## config.mk

```make
export PLATFORM = sky130hd
export DESIGN_NAME = div
export DESIGN_NICKNAME = d
export VERILOG_FILES = /design/src/rtl/div.sv
export SDC_FILE = /design/constraint.sdc
export NUM_CORES = 1
export LEC_CHECK = 0
export CORE_ASPECT_RATIO = 0.9
export CORE_MARGIN = 3
export CORE_UTILIZATION = 34
export DETAILED_ROUTE_END_ITERATION = 10
export DONT_BUFFER_PORTS = 1
export PLACE_DENSITY = 0.51
export SLEW_MARGIN = 20
export SYNTH_ARGS = -nofsm -noshare
export SYNTH_HDL_FRONTEND = slang
export SYNTH_SLANG_ARGS = --single-unit
```

## constraint.sdc

```tcl
create_clock -name clk -period 4.61 [get_ports clk]
set_clock_uncertainty 0.15 [all_clocks]
set_input_delay 0.461 -clock clk [delete_from_list [all_inputs] [get_ports clk]]
set_output_delay 0.461 -clock clk [all_outputs]
set_load 0.05 [all_outputs]
```

## src/rtl/div.sv

```systemverilog
`timescale 1ns/1ps
`default_nettype none
// ============================================================================
// Module   : div
// Purpose  : Iterative signed restoring divider (quotient -> lo, remainder -> hi)
// Revision : 1.0
// ============================================================================
module div #(
    parameter int WIDTH = 32,
    parameter int STEPS = WIDTH
) (
    input  logic             clk,
    input  logic             reset,
    input  logic [WIDTH-1:0] a,
    input  logic [WIDTH-1:0] b,
    input  logic             divControl,
    output logic             divStop,
    output logic             divZero,
    output logic [WIDTH-1:0] hi,
    output logic [WIDTH-1:0] lo
);

    localparam int c_CW = $clog2(STEPS + 1);

    typedef enum logic [1:0] {
        S_IDLE = 2'd0,
        S_RUN  = 2'd1,
        S_DONE = 2'd2,
        S_ZERO = 2'd3
    } state_t;

    state_t            r_state;
    state_t            w_next;
    logic [c_CW-1:0]   r_cnt;
    logic [WIDTH-1:0]  r_rem;
    logic [WIDTH-1:0]  r_quo;
    logic [WIDTH-1:0]  r_dvs;
    logic              r_sign_q;
    logic              r_sign_r;

    logic [WIDTH-1:0]  w_abs_a;
    logic [WIDTH-1:0]  w_abs_b;
    logic [WIDTH:0]    w_rem_sh;
    logic [WIDTH:0]    w_trial;
    logic [WIDTH-1:0]  w_lo;
    logic [WIDTH-1:0]  w_hi;

    assign w_abs_a  = a[WIDTH-1] ? -a : a;
    assign w_abs_b  = b[WIDTH-1] ? -b : b;
    // Partial remainder always stays below the divisor, so WIDTH bits hold it.
    assign w_rem_sh = {r_rem, r_quo[WIDTH-1]};
    assign w_trial  = w_rem_sh - {1'b0, r_dvs};
    assign w_lo     = r_sign_q ? -r_quo : r_quo;
    assign w_hi     = r_sign_r ? -r_rem : r_rem;

    always_ff @(posedge clk or negedge reset) begin
        if (!reset) begin
            r_state <= S_IDLE;
        end else begin
            r_state <= w_next;
        end
    end

    always_comb begin
        w_next = r_state;
        if (divControl) begin
            w_next = (b == '0) ? S_ZERO : S_RUN;
        end else begin
            case (r_state)
                S_RUN:   if (r_cnt == c_CW'(1)) w_next = S_DONE;
                S_DONE:  w_next = S_IDLE;
                S_ZERO:  w_next = S_IDLE;
                default: w_next = S_IDLE;
            endcase
        end
    end

    always_ff @(posedge clk or negedge reset) begin
        if (!reset) begin
            r_cnt    <= '0;
            r_rem    <= '0;
            r_quo    <= '0;
            r_dvs    <= '0;
            r_sign_q <= 1'b0;
            r_sign_r <= 1'b0;
            hi       <= '0;
            lo       <= '0;
            divStop  <= 1'b0;
            divZero  <= 1'b0;
        end else begin
            divStop <= 1'b0;
            divZero <= 1'b0;
            if (divControl) begin
                // Any sampled start restarts, abandoning an operation in flight.
                r_quo    <= w_abs_a;
                r_dvs    <= w_abs_b;
                r_rem    <= '0;
                r_sign_q <= a[WIDTH-1] ^ b[WIDTH-1];
                r_sign_r <= a[WIDTH-1];
                r_cnt    <= c_CW'(STEPS);
            end else begin
                case (r_state)
                    S_RUN: begin
                        r_rem <= w_trial[WIDTH] ? w_rem_sh[WIDTH-1:0] : w_trial[WIDTH-1:0];
                        r_quo <= {r_quo[WIDTH-2:0], ~w_trial[WIDTH]};
                        r_cnt <= r_cnt - c_CW'(1);
                    end
                    S_DONE: begin
                        lo      <= w_lo;
                        hi      <= w_hi;
                        divStop <= 1'b1;
                    end
                    S_ZERO: begin
                        divZero <= 1'b1;
                    end
                    default: ;
                endcase
            end
        end
    end

endmodule
`default_nettype wire

```

# Word-level counts from Yosys, hierarchy flattened

Index checks and enable logic that the tools add are counted.

Register bits after elaboration: 172
Bits of input ports: 67
Output and inout port bits: 66
Word-level logic and storage cells: 47

$add $sub $neg: 6
Equality and inequality tests: 5
Multiplexer cells: 19
Bitwise gates (word level): 3
Reduce and logical (&&, ||, !) cells: 3

Operators with widths:

| operator                                                               | count |
|---|---|
| 32-bit 2-to-1 mux                                                      | 9 |
| 32-bit negator                                                         | 4 |
| 33-bit by 32-bit subtractor with 33-bit output                         | 1 |
| 32-bit logical NOT                                                     | 1 |
| 6-bit 2-to-1 mux                                                       | 2 |
| 2-bit 2-to-1 mux                                                       | 4 |
| 6-bit by 1-bit equality test with 1-bit output (second input constant) | 1 |
| 6-bit by 1-bit subtractor with 6-bit output (second input constant)    | 1 |
| 2-bit equality test (second input constant)                            | 2 |
| 1-bit 2-to-1 mux                                                       | 4 |
| 3-bit != test (second input constant)                                  | 1 |
| 2-bit by 1-bit equality test with 1-bit output (second input constant) | 1 |
| 1-bit inverter                                                         | 2 |
| 2-bit AND reduction                                                    | 1 |
| 2-bit nonzero test                                                     | 1 |
| 1-bit bitwise XOR                                                      | 1 |

# Longest topological paths before layout

Depth in word-level cells: 4
Depth in mapped cells: 13
Mapped depth without buffers: 12

# Worst setup path before layout

No wires, ideal clock.

Kind: reg2reg
Start: register r_quo[31]
End: register r_rem[8]
Library setup time: 0.138 ns
Arrival time: 3.207 ns
Required time: 4.322 ns
Setup slack: 1.115 ns
Cell stages (with the launch flop): 14
Path buffers: 1
Period minus slack after synthesis: 3.495 ns
Cell sequence: dfrtp_1 -> inv_1 -> ha_1 -> fa_1 -> nor2b_1 -> o31a_1 -> o41ai_2 -> o21a_1 -> a2111oi_1 -> o21ai_1 -> xor2_2 -> buf_2 -> mux2i_1 -> o22ai_1

Word-level cells in the longest chain between the ends: 4

Ends and longest elaborated chain:

| element                                        | line | text |
|---|---|---|
| start, declared                                | 36   | `logic [WIDTH-1:0] r_quo;` |
| start signal, assigned                         | 95   | `r_quo <= w_abs_a;` |
| start signal, assigned                         | 105  | `r_quo <= {r_quo[WIDTH-2:0], ~w_trial[WIDTH]};` |
| 33-bit by 32-bit subtractor with 33-bit output | 52   | `assign w_trial = w_rem_sh - {1'b0, r_dvs};` |
| 32-bit 2-to-1 mux                              | 104  | `r_rem <= w_trial[WIDTH] ? w_rem_sh[WIDTH-1:0] : w_trial[WIDTH-1:0];` |
| 32-bit 2-to-1 mux                              | 102  | `case (r_state)` |
| 32-bit 2-to-1 mux                              | 93   | `if (divControl) begin` |
| end signal, assigned                           | 104  |  |
| end, declared                                  | 35   | `logic [WIDTH-1:0] r_rem;` |

No other way between the ends. The select of a mux whose other input is x is not followed.
A chain may end at the register's enable or synchronous reset.

# Worst setup path after layout

Start: register r_quo[31]
End: register r_rem[6]

The elaborated chain is that of the path after synthesis.

==> results.json <==
{
  "avgSynthCellArea_um2": 8.73,
  "r2r_slack_ns": 0.51,
  "grtUsageTotal_pct": 17.3,
  "routabilityCongestion": 0.876,
  "switching_power_uw": 2660,
  "crit_buf_inv": 2,
  "crit_chain": "inv_1 -> ha_1 -> fa_1 -> nor2b_1 -> o31a_1 -> o41ai_2 -> o21a_1 -> a2111oi_1 -> o21ai_1 -> xor2_4 -> buf_4 -> mux2i_1 -> a21oi_1",
  "numCtsBuffers": 17,
  "grt_pass1_vias": 8485,
  "path_clk_slew_ns": 0.08,
  "cts_buffer_depth": 2,
  "die_height_um": 177,
  "vias": 8893,
  "final_util_pct": 38.0,
  "syn_inst": 1268,
  "drc": 0,
  "start_util_pct": 34.6,
  "layout.nets": 1346,
  "status": "finished, final reports clean",
  "tightestPinTransition_ns": 1.01,
  "leakage_uw": 0.00565,
  "slowest_stage": "a2111oi_1",
  "syn_nets": 1374,
  "cp_max_fo": 11,
  "pwr-share-comb_pct": 41.9,
  "ios": 133,
  "clock_sinks": 172,
  "peakVddDrop_mv": 0.249,
  "dieArea_mm2": 0.0348,
  "place_hpwl_um": 21200,
  "p_seq_share_pct": 34.5,
  "met1_usage_pct": 27.0,
  "synthFlopType": "dfrtp_1",
  "synth-edff-count": 0,
  "netlist.area_leader.share_pct": 38.9,
  "via_per_inst": 5.33,
  "tns_ns": 0,
  "slowest_delay_ns": 0.71,
  "arrival_ns": 4.25,
  "internal_power_uw": 3790,
  "critical-path-top-delay-family": "compound AO/OA/AOI/OAI gates",
  "htree_num_levels": 4,
  "grt_pass1_wl_um": 48100,
  "rsz0062_at_grt": "no",
  "portBuffers": 0,
  "post-route-min-period_ns": 4.10,
  "critPathRequiredTime_ns": 4.76,
  "placed_area_mm2": 0.0115,
  "p_clk_share_pct": 23.6,
  "wire_per_inst_um": 18.1,
  "core-area_mm2": 0.0320,
  "power.density_mw_per_mm2": 530,
  "use_met2_pct": 23.5,
  "drt_iter0_drc": 640,
  "grt_busiest_layer": "met1",
  "grt_max_degree": 173,
  "finalHoldViolCount": 0,
  "antenna_found_initial": 0,
  "period_share_pct": 89.0,
  "p_total_uw": 6450,
  "yosysTopAreaCell": "dfrtp_1",
  "whs_ns": 0.0179,
  "synth-async-reset-ratio_pct": 100,
  "synthTopCellsByArea": "dfrtp_1 39%, xor2_1 7.2%, a21oi_1 6.2%, nor2_1 4.8%, mux2i_1 4.8%",
  "fmax_mhz": 244,
  "flow.area_growth_from_synthesis_pct": 9.97,
  "die_x_um": 196,
  "grt_overflow_total": 0,
  "setup_viol": 0,
  "drtPass1Iterations": 5,
  "seq_area_frac_synth_pct": 38.9,
  "cts_setup_buffers": 0,
  "yosysUniqueCellTypes": 59,
  "sw_frac_of_total_pct": 41.3,
  "hold_class": "input port to register",
  "ys_ff_latch": 172,
  "drt_wl_total_um": 30200,
  "worstSetupPathType": "register to register",
  "drtAntennaViolNets": 0,
  "row_count": 62,
  "cts_root_buffer": "clkbuf_16",
  "final_layout_size_suffix_gt1_share_pct": 5.43,
  "startpoint_type": "register",
  "max_slew_margin_pct": 32.4,
  "clk_latency_ns": 0.44,
  "maxCapViolations": 0,
  "yosys_warnings": 0,
  "met3_usage_pct": 4.49,
  "cp-end-kind": "register",
  "tritoncts": "done",
  "maxSlewViolCount": 0,
  "netlist_area_mm2": 0.0111,
  "finish.instance_area_mm2": 0.0122
}
[routing by layer]
layer | up-vias | routed length [µm]
li1 | 4470 | -
met1 | 4278 | 16100
met2 | 124 | 12200
met3 | 21 | 1580
met4 | 0 | 293
met5 | - | 0
[cells in the mapped netlist (3+ instances only)]
master,count
and2_1,3
mux2i_1,53
xor2_1,91
nor3_1,17
a21oi_1,138
nor2_1,142
or4_4,4
a211oi_1,9
nand2b_1,10
ha_1,38
a31oi_1,10
nand4_1,8
or2_2,5
inv_1,53
o31ai_1,34
or3_1,16
xnor2_1,56
o21ai_0,105
a21o_1,10
a211o_1,3
dfrtp_1,172
o31a_1,5
nand3_1,19
o22ai_1,6
o21a_1,7
clkbuf_1,47
o41ai_1,21
and3_1,5
buf_1,16
nand2_1,89
nor2b_1,10
mux2_2,4
or4_1,19
a41oi_1,3
nor4_1,7
[power groups by stage]
stage	Sequential [µW]	Clock, µW	Combinational (µW)
floorplan	2110	0	2110
global placement	2240	0	2650
detailed placement	2250	0	2650
CTS	2220	1570	2730
global route	2270	1630	3050
finish	2220	1520	2700
[what timing repair did]
action	in CTS	in global routing
hold endpoints to repair	243	0
hold buffers	6	0
resized for setup	0	0
[logic make-up (layout without fill, tap and decap cells)]
kind of cell               after synthesis  after routing  synth area share (%)
DFF                                    172            172                  38.9
xor gates and xnor gates               148            148                  11.8
muxes                                   57             57                  5.20
adders and majority gates               39             39                  4.47
and+or+nand+nor                        363            363                  15.5
other                                    0              1                     0
AOI/OAI and AO/OA                      371            371                  20.1
buffers and inverters                  118            102                  4.02
[path summary, 6_finish.rpt]
kind,start,to,cells past startpoint
setup reg to reg,r_quo[31]$_DFFE_PN0P_,r_rem[6]$_DFFE_PN0P_,13
max in group asynchronous,reset,r_dvs[15]$_DFFE_PN0P_,2
hold / removal,divControl,r_quo[3]$_DFFE_PN0P_,2
min in group asynchronous,reset,lo[15]$_DFFE_PN0P_,2
hold reg to reg,r_dvs[5]$_DFFE_PN0P_,r_dvs[5]$_DFFE_PN0P_,2
setup / recovery,r_quo[31]$_DFFE_PN0P_,r_rem[6]$_DFFE_PN0P_,13
[flip-flops by register name, summed over array words and instances (netlist names)]
signal	cells
r_state	2
r_rem	32
hi	32
lo	32
r_cnt	6
r_quo	32
divZero	1
divStop	1
r_sign_q	1
r_dvs	32
r_sign_r	1
[worst register-to-register path, delay by kind of cell (launching register included)]
| family | cells | cell delay (ns) |
|---|---|---|
| compound gates | 6 | 1.69 |
| xor+xnor | 1 | 0.39 |
| fa+ha+maj | 2 | 0.65 |
| flops | 1 | 0.35 |
| buf+inv | 2 | 0.35 |
| mux | 1 | 0.22 |
| simple gates | 1 | 0.17 |
[final cells by class]
type / count / area, µm²
Inverter: 53 / 199
Timing Repair Buffer: 18 / 198
Tap cell: 416 / 520
Antenna cell: 1 / 2.50
Sequential cell: 172 / 4300
Fill cell: 3264 / 19900
Multi-Input combinational cell: 978 / 6350
Clock buffer: 18 / 439
Clock inverter: 13 / 168
[through the flow]
step	worst slack, ns	cells
6_report	0.508	1669
2_1_floorplan	1.12	1268
3_5_place_dp	0.555	1631
3_3_place_gp	0.701	1631
5_1_grt	0.220	1668
4_1_cts	0.529	1668
[layout by cell type, fill, tap and decap left out, types with 3 or more instances in the layout]
master	count
xor2_1	91
buf_4	11
mux2_2	4
or2_2	5
o31a_1	5
nand2_1	89
nor4_1	7
a211o_1	3
a41oi_1	3
ha_1	38
and3_1	5
or4_4	4
clkbuf_16	17
a21o_1	10
a31oi_1	10
dfrtp_1	172
o22ai_1	6
o21ai_0	105
mux2i_1	53
o41ai_1	21
nor2_1	142
dlygate4sd3_1	4
or4_1	19
nand4_1	8
and2_1	3
a21oi_1	138
a211oi_1	9
nor2b_1	9
nand3_1	19
bufinv_16	3
or3_1	16
nand2b_1	10
nor3_1	17
o21a_1	7
inv_1	53
o31ai_1	34
clkinvlp_4	4
xnor2_1	56
Note: power is estimated with default switching activity, not from simulation.
